<file path="src/rtl/shift_issue.sv">
// shift_issue: two-stage issue block for MIPS shift instructions.
// Decodes sll/srl/sra/sllv/srlv/srav, registers the shifter operands in
// stage 1 and captures the returned shifter result in stage 2.
// Non-shift instructions are consumed and counted. Shifts writing r0 are
// consumed silently.
//
// Ports:
//   clk, rst              clock, asynchronous active-high reset
//   in_valid/in_ready     instruction bundle handshake
//   inst, rs_val, rt_val  instruction word and register operands
//   flush                 discard stage 1 and any bundle offered this cycle
//   d, sa, right, arith   registered operands to the external shifter
//   sh                    combinational shifter result
//   out_valid/out_ready   result handshake
//   out_data, out_rd      result value and destination register
//   drop_cnt              saturating count of consumed non-shift bundles
module shift_issue #(
  parameter int unsigned CNT_W = 8
) (
  input  logic             clk,
  input  logic             rst,
  input  logic             in_valid,
  output logic             in_ready,
  input  logic [31:0]      inst,
  input  logic [31:0]      rs_val,
  input  logic [31:0]      rt_val,
  input  logic             flush,
  output logic [31:0]      d,
  output logic [4:0]       sa,
  output logic             right,
  output logic             arith,
  input  logic [31:0]      sh,
  output logic             out_valid,
  input  logic             out_ready,
  output logic [31:0]      out_data,
  output logic [4:0]       out_rd,
  output logic [CNT_W-1:0] drop_cnt
);

  logic       s1_valid;
  logic [4:0] s1_rd;

  logic       is_shift;
  logic       var_form;
  logic       dec_right;
  logic       dec_arith;
  logic [4:0] rd;

  logic       s2_free;
  logic       accept;
  logic       s1_load;
  logic       drop;
  logic       s1_to_s2;

  always_comb begin
    is_shift  = 1'b0;
    var_form  = 1'b0;
    dec_right = 1'b0;
    dec_arith = 1'b0;
    if (inst[31:26] == 6'b000000) begin
      case (inst[5:0])
        6'b000000: is_shift = 1'b1;
        6'b000010: begin is_shift = 1'b1; dec_right = 1'b1; end
        6'b000011: begin is_shift = 1'b1; dec_right = 1'b1; dec_arith = 1'b1; end
        6'b000100: begin is_shift = 1'b1; var_form = 1'b1; end
        6'b000110: begin is_shift = 1'b1; var_form = 1'b1; dec_right = 1'b1; end
        6'b000111: begin is_shift = 1'b1; var_form = 1'b1; dec_right = 1'b1; dec_arith = 1'b1; end
        default:   is_shift = 1'b0;
      endcase
    end
  end

  assign rd       = inst[15:11];
  assign s2_free  = !out_valid || out_ready;
  assign in_ready = !flush && (!s1_valid || s2_free);
  assign accept   = in_valid && in_ready;
  // Shifts to r0 are accepted but never enter the pipeline.
  assign s1_load  = accept && is_shift && (rd != 5'd0);
  assign drop     = accept && !is_shift;
  // The S1-to-S2 move does not depend on flush, so an entry already in S1
  // completes even when flush is raised in the same cycle.
  assign s1_to_s2 = s1_valid && s2_free;

  // Stage 1: operands are held whenever not reloaded, keeping sh valid
  // while the result waits for stage 2.
  always_ff @(posedge clk or posedge rst) begin
    if (rst) begin
      d        <= '0;
      sa       <= '0;
      right    <= 1'b0;
      arith    <= 1'b0;
      s1_rd    <= '0;
      s1_valid <= 1'b0;
    end else begin
      if (s1_load) begin
        d     <= rt_val;
        sa    <= var_form ? rs_val[4:0] : inst[10:6];
        right <= dec_right;
        arith <= dec_arith;
        s1_rd <= rd;
      end
      // flush forces in_ready low, so it never coincides with s1_load.
      if (flush)
        s1_valid <= 1'b0;
      else if (s1_load)
        s1_valid <= 1'b1;
      else if (s1_to_s2)
        s1_valid <= 1'b0;
    end
  end

  // Stage 2: result register with valid/ready handshake.
  always_ff @(posedge clk or posedge rst) begin
    if (rst) begin
      out_valid <= 1'b0;
      out_data  <= '0;
      out_rd    <= '0;
    end else begin
      if (s1_to_s2) begin
        out_valid <= 1'b1;
        out_data  <= sh;
        out_rd    <= s1_rd;
      end else if (out_valid && out_ready) begin
        out_valid <= 1'b0;
      end
    end
  end

  always_ff @(posedge clk or posedge rst) begin
    if (rst)
      drop_cnt <= '0;
    else if (drop && (drop_cnt != '1))
      drop_cnt <= drop_cnt + CNT_W'(1);
  end

endmodule

</file>
<file path="config.mk">
export PLATFORM = sky130hd
export DESIGN_NAME = shift_issue
export DESIGN_NICKNAME = d
export VERILOG_FILES = /design/src/rtl/shift_issue.sv
export SDC_FILE = /design/constraint.sdc
export NUM_CORES = 1
export LEC_CHECK = 0
export BUFFER_PORTS_ARGS = -buffer_cell sky130_fd_sc_hd__buf_2
export CORE_ASPECT_RATIO = 1.4
export CORE_MARGIN = 5
export CORE_UTILIZATION = 40
export DETAILED_ROUTE_END_ITERATION = 12
export PLACE_DENSITY = 0.75
export SYNTH_ARGS = -nofsm -noshare
export SYNTH_HDL_FRONTEND = slang
export SYNTH_SLANG_ARGS = --single-unit
</file>
<file path="constraint.sdc">
create_clock -name clk -period 5.4 [get_ports clk]
set_input_delay 0.27 -clock clk [delete_from_list [all_inputs] [get_ports clk]]
set_output_delay 0.27 -clock clk [all_outputs]
set_load 0.005 [all_outputs]
</file>
======== Word level (Yosys, flattened, before mapping) ========
Cells that the tools add are included.
cells by class
  add/subtract/negate cells ............... 1
  equal/unequal tests ..................... 6
  muxes and demuxes ....................... 14
  reduce and logical (&&, ||, !) cells .... 23
operator list
  kind                   count
  $eq A6 B3 Y1 const B   3
  $mux W1                13
  $eq A6 B2 Y1 const B   2
  $logic_not A6 Y1       2
  $add A8 B1 Y8 const B  1
  $logic_and A1 B1 Y1    8
  $ne A8 B8 Y1 const B   1
  $reduce_or A6 Y1       1
  $mux W5                1
  $reduce_bool A5 Y1     1
  $logic_not A1 Y1       4
  $reduce_or A4 Y1       1
  $reduce_bool A3 Y1     1
  $reduce_or A3 Y1       1
  $logic_or A1 B1 Y1     2
  $reduce_bool A2 Y1     1
  $reduce_or A2 Y1       1
storage, ports and cells
  register bits ........................... 91
  input port bits ......................... 133

======== Logic depth before layout (Yosys ltp) ========
  depth after elaboration ................. 9
  mapped depth ............................ 6
  gate-level depth less buffers ........... 5

======== Worst setup path before layout ========
Ideal clock, no wire load.
  kind .................................... flip-flop to flip-flop
  start point ............................. reg out_valid
  end point ............................... reg d[0]
  arrival time ............................ 1.753 ns
  setup slack ............................. 3.522 ns
  cell stages (with the launch flop) ...... 6
  cells stage by stage .................... dfrtp_1 > and3b_1 > nor3b_1 > nor3b_2 > buf_4 > mux2_2
on the way
  cells in the longest elaborated chain, start to end .. 7
ends and longest elaborated chain
  what                              RTL line  source
  start, declared                   33        output logic out_valid,
  start signal, assigned            115       out_valid <= 1'b0;
  start signal, assigned            120       out_valid <= 1'b1;
  start signal, assigned            124       out_valid <= 1'b0;
  $logic_not A1 Y1                  74        assign s2_free = !out_valid || out_ready;
  $logic_or A1 B1 Y1                74
  $logic_or A1 B1 Y1                75        assign in_ready = !flush && (!s1_valid || s2_free);
  $logic_and A1 B1 Y1               75
  $logic_and A1 B1 Y1               76        assign accept = in_valid && in_ready;
  $logic_and A1 B1 Y1 (2 in a row)  78        assign s1_load = accept && is_shift && (rd != 5'd0);
  end signal, assigned              96        d <= rt_val;
  end, declared                     28        output logic [31:0] d,
No other way between the ends.
A chain may end at the register's enable or synchronous reset.

======== Final worst setup path ========
  start point ............................. reg s1_valid
  end point ............................... reg d[22]
on the way
  cells in the longest elaborated chain, start to end .. 6
ends and longest elaborated chain
  what                              RTL line  source
  start, declared                   40        logic s1_valid;
  start signal, assigned            93        s1_valid <= 1'b0;
  start signal, assigned            104       s1_valid <= 1'b0;
  start signal, assigned            106       s1_valid <= 1'b1;
  $logic_not A1 Y1                  75
  $logic_or A1 B1 Y1                75
  $logic_and A1 B1 Y1               75
  $logic_and A1 B1 Y1               76
  $logic_and A1 B1 Y1 (2 in a row)  78
No other way between the ends.

==> reports/results.ini <==
[yosys]
netlist.area_leader.share=0.640
avgSynthCellArea_um2=14.7
synth_nets=376
syn_inst=242
ys_ff_latch=91
seq_area_frac_synth=0.640
yosys_warnings=0
synth.area.top_cells=dfrtp_1 (64%), mux2_2 (22%), xor2_1 (1.5%)
synth_top_area_cell=dfrtp_1
synth.distinct_cells=28
synth_area_mm2=0.00356

[route]
drc_errors=0
ant_nets=0
viasPerCell=4.66
met2WireLength_um=4180
firstDrtPassIters=4
drt-met1-wl_um=3080
drt_iter0_markers=43
vias=2507
top_layer=met4
drt-total-wl_um=8180
wl_per_cell_um=15.2
wl_met3_um=732

[power]
power.leakage_nw=2.85
power_density_mw_per_mm2=309
p_int_mw=1.18
power.switching_mw=0.329
p_sw_frac=0.218
ir_worst_vdd_mv=0.236
total_power_mw=1.51
comb_power_share=0.084
power_frac_seq=0.490
clockPowerShare=0.427

[clock_tree]
cts_buffers=9
cts_max_level=3
cts_root_buffer=clkbuf_16
insertion_delay_ns=0.33
cts_buffer_depth=2
cts_tree=done
clk_pin_slew_worst_paths_ns=0.06
clock_sinks=91

[worst_setup_path]
crit-reg2reg-launch=s1_valid
worstSetupPathType=register to register
cp.required_ns=5.61
cp-start-kind=register
ff2ff_setup_slack_ns=2.38
worstPathArrival_ns=3.23
endpoint_kind=register
worstPathMaxFanout=28
reg2reg_to=d[22]
reg2reg_depth=5

[final_layout]
n_antenna_cell=0
syn2layout_area_growth_pct=37.5
final_util=0.565
final_area_mm2=0.00489
fin_nets=562
nFillCells=785
seqCellArea_mm2=0.00228
multi_input_area_mm2=0.00121
drive_gt1_frac=0.626

[run_status]
status=complete, no violations

[placement]
dpl_cell_area_mm2=0.00457
place_congestion=0.770
port_buffers=181
dp_hpwl_um=6360

[grt]
grtUsageTotal=0.151
grt_overflow_total=0
grt_pass1_vias=2592
antenna_found_initial=0
grt_max_degree=67
grt_pass1_wl_um=12600

[sta]
setup_violations=0
fin_tns_setup_ns=0
timing.final.crit_share=0.559
slew_headroom=0.218
skew_ns=0.00505
maxSlewViolCount=0
period_needed_ns=3.02
fmax_mhz=332
hold_viol=0
tightest_slew_ns=1.17
rsz0062_at_grt=false

[run]
drv_cap=0

[min_path]
hold_depth=2
hold_end=s1_valid
min_path_type=input port to register
min_from=flush

[floorplan]
dieArea_mm2=0.0109
die_h_um=122
die_w_um=89.7
io_pins=219
start_util=0.411
core_mm2=0.00866
num_rows=40

-- cells by family (layout without fill, tap and decap cells) --
group / after synthesis / in the layout / synth area share
AO/OA/AOI/OAI: 10 / 10 / 0.0151
flip-flops: 91 / 91 / 0.640
adder cells (fa/ha/maj): 1 / 1 / 0.00352
AND/OR/NAND/NOR: 40 / 40 / 0.0577
buffers and inverters: 15 / 206 / 0.0208
XOR/XNOR: 7 / 7 / 0.0172
multiplexers: 78 / 78 / 0.245
-- state kept, by name, summed over array words and instances (netlist names), 5 cells and up --
register,count
d,32
drop_cnt,8
s1_rd,5
out_rd,5
sa,5
out_data,32
-- layout by cell type, fill, tap and decap left out, types with 5 or more instances in the layout --
master	netlist	routed
dfrtp_1	91	91
mux2_2	71	71
buf_2	2	181
nor2_1	13	13
mux2i_1	5	5
nand2_1	5	5
clkbuf_16	0	9
nand3_1	5	5
xor2_1	6	6
a21oi_1	5	5
-- metal layers --
layer	up-vias	track usage
met2	108	0.244
met4	0	0.0745
met5	-	0
met3	14	0.0359
met1	1165	0.185
li1	1220	-
-- power by group through the flow --
| stage | registers (mW) | clock network [mW] | logic [mW] |
|---|---|---|---|
| 5_1_grt | 0.744 | 0.693 | 0.144 |
| 6_report | 0.739 | 0.644 | 0.126 |
| 4_1_cts | 0.740 | 0.662 | 0.130 |
| 3_3_place_gp | 0.750 | 0 | 0.124 |
| 3_5_place_dp | 0.752 | 0 | 0.129 |
| 2_1_floorplan | 0.750 | 0 | 0.0512 |
-- worst max-delay path by stage --
stage / startpoint / to / slack (ns) / cells after the start
5_1_grt: s1_valid / d[22] / 2.12 / 5
4_1_cts: s1_valid / d[22] / 2.28 / 5
3_5_place_dp: s1_valid / d[21] / 2.28 / 5
2_1_floorplan: rst / arith / 2.77 / 1
6_report: s1_valid / d[22] / 2.38 / 5
3_3_place_gp: s1_valid / d[4] / 2.35 / 5
-- cells in the mapped netlist, drive strengths merged --
cell    number
dfrtp       91
xor2         6
nand2        5
mux2        73
and3b        1
mux2i        5
nor2        13
ha           1
clkbuf       3
nor3b        2
or4          1
nand4        3
and3         2
nand3        5
nor3         4
o211ai       1
o21ai        3
xnor2        1
a21oi        5
nor4         1
buf          7
inv          5
o22ai        1
nand2b       3
-- what timing repair did --
| item | CTS | global route |
|---|---|---|
| resized for setup | 0 | 0 |
| hold buffers | 1 | 0 |
| endpoints found under the hold margin | 25 | 0 |
| endpoints found under the setup margin | 0 | 0 |
| buffers inserted | 0 | 0 |
-- critical path: stages (launching register included) --
cell,delay [ns]
dfrtp_1,0.38
and3b_1,0.21
nor3b_1,0.42
nor3b_4,1.04
buf_4,0.47
mux2_2,0.38
-- stage by stage --
stage / hold WS (ns) / worst slack (ns) / instances
5_1_grt: 0.128 / 2.12 / 538
2_1_floorplan: 0.336 / 2.77 / 242
3_5_place_dp: 0.290 / 2.28 / 521
6_report: 0.121 / 2.38 / 538
4_1_cts: 0.105 / 2.28 / 538
3_3_place_gp: 0.279 / 2.35 / 521
-- area by class of cell --
type	instances	area share
tap	105	0.0269
sequential	91	0.466
inverter	5	0.00410
clock inverter	5	0.0159
clock buffer	11	0.0476
timing repair buffer	185	0.192
multi-input combinational	136	0.248
(Power assumes the default switching activity.)
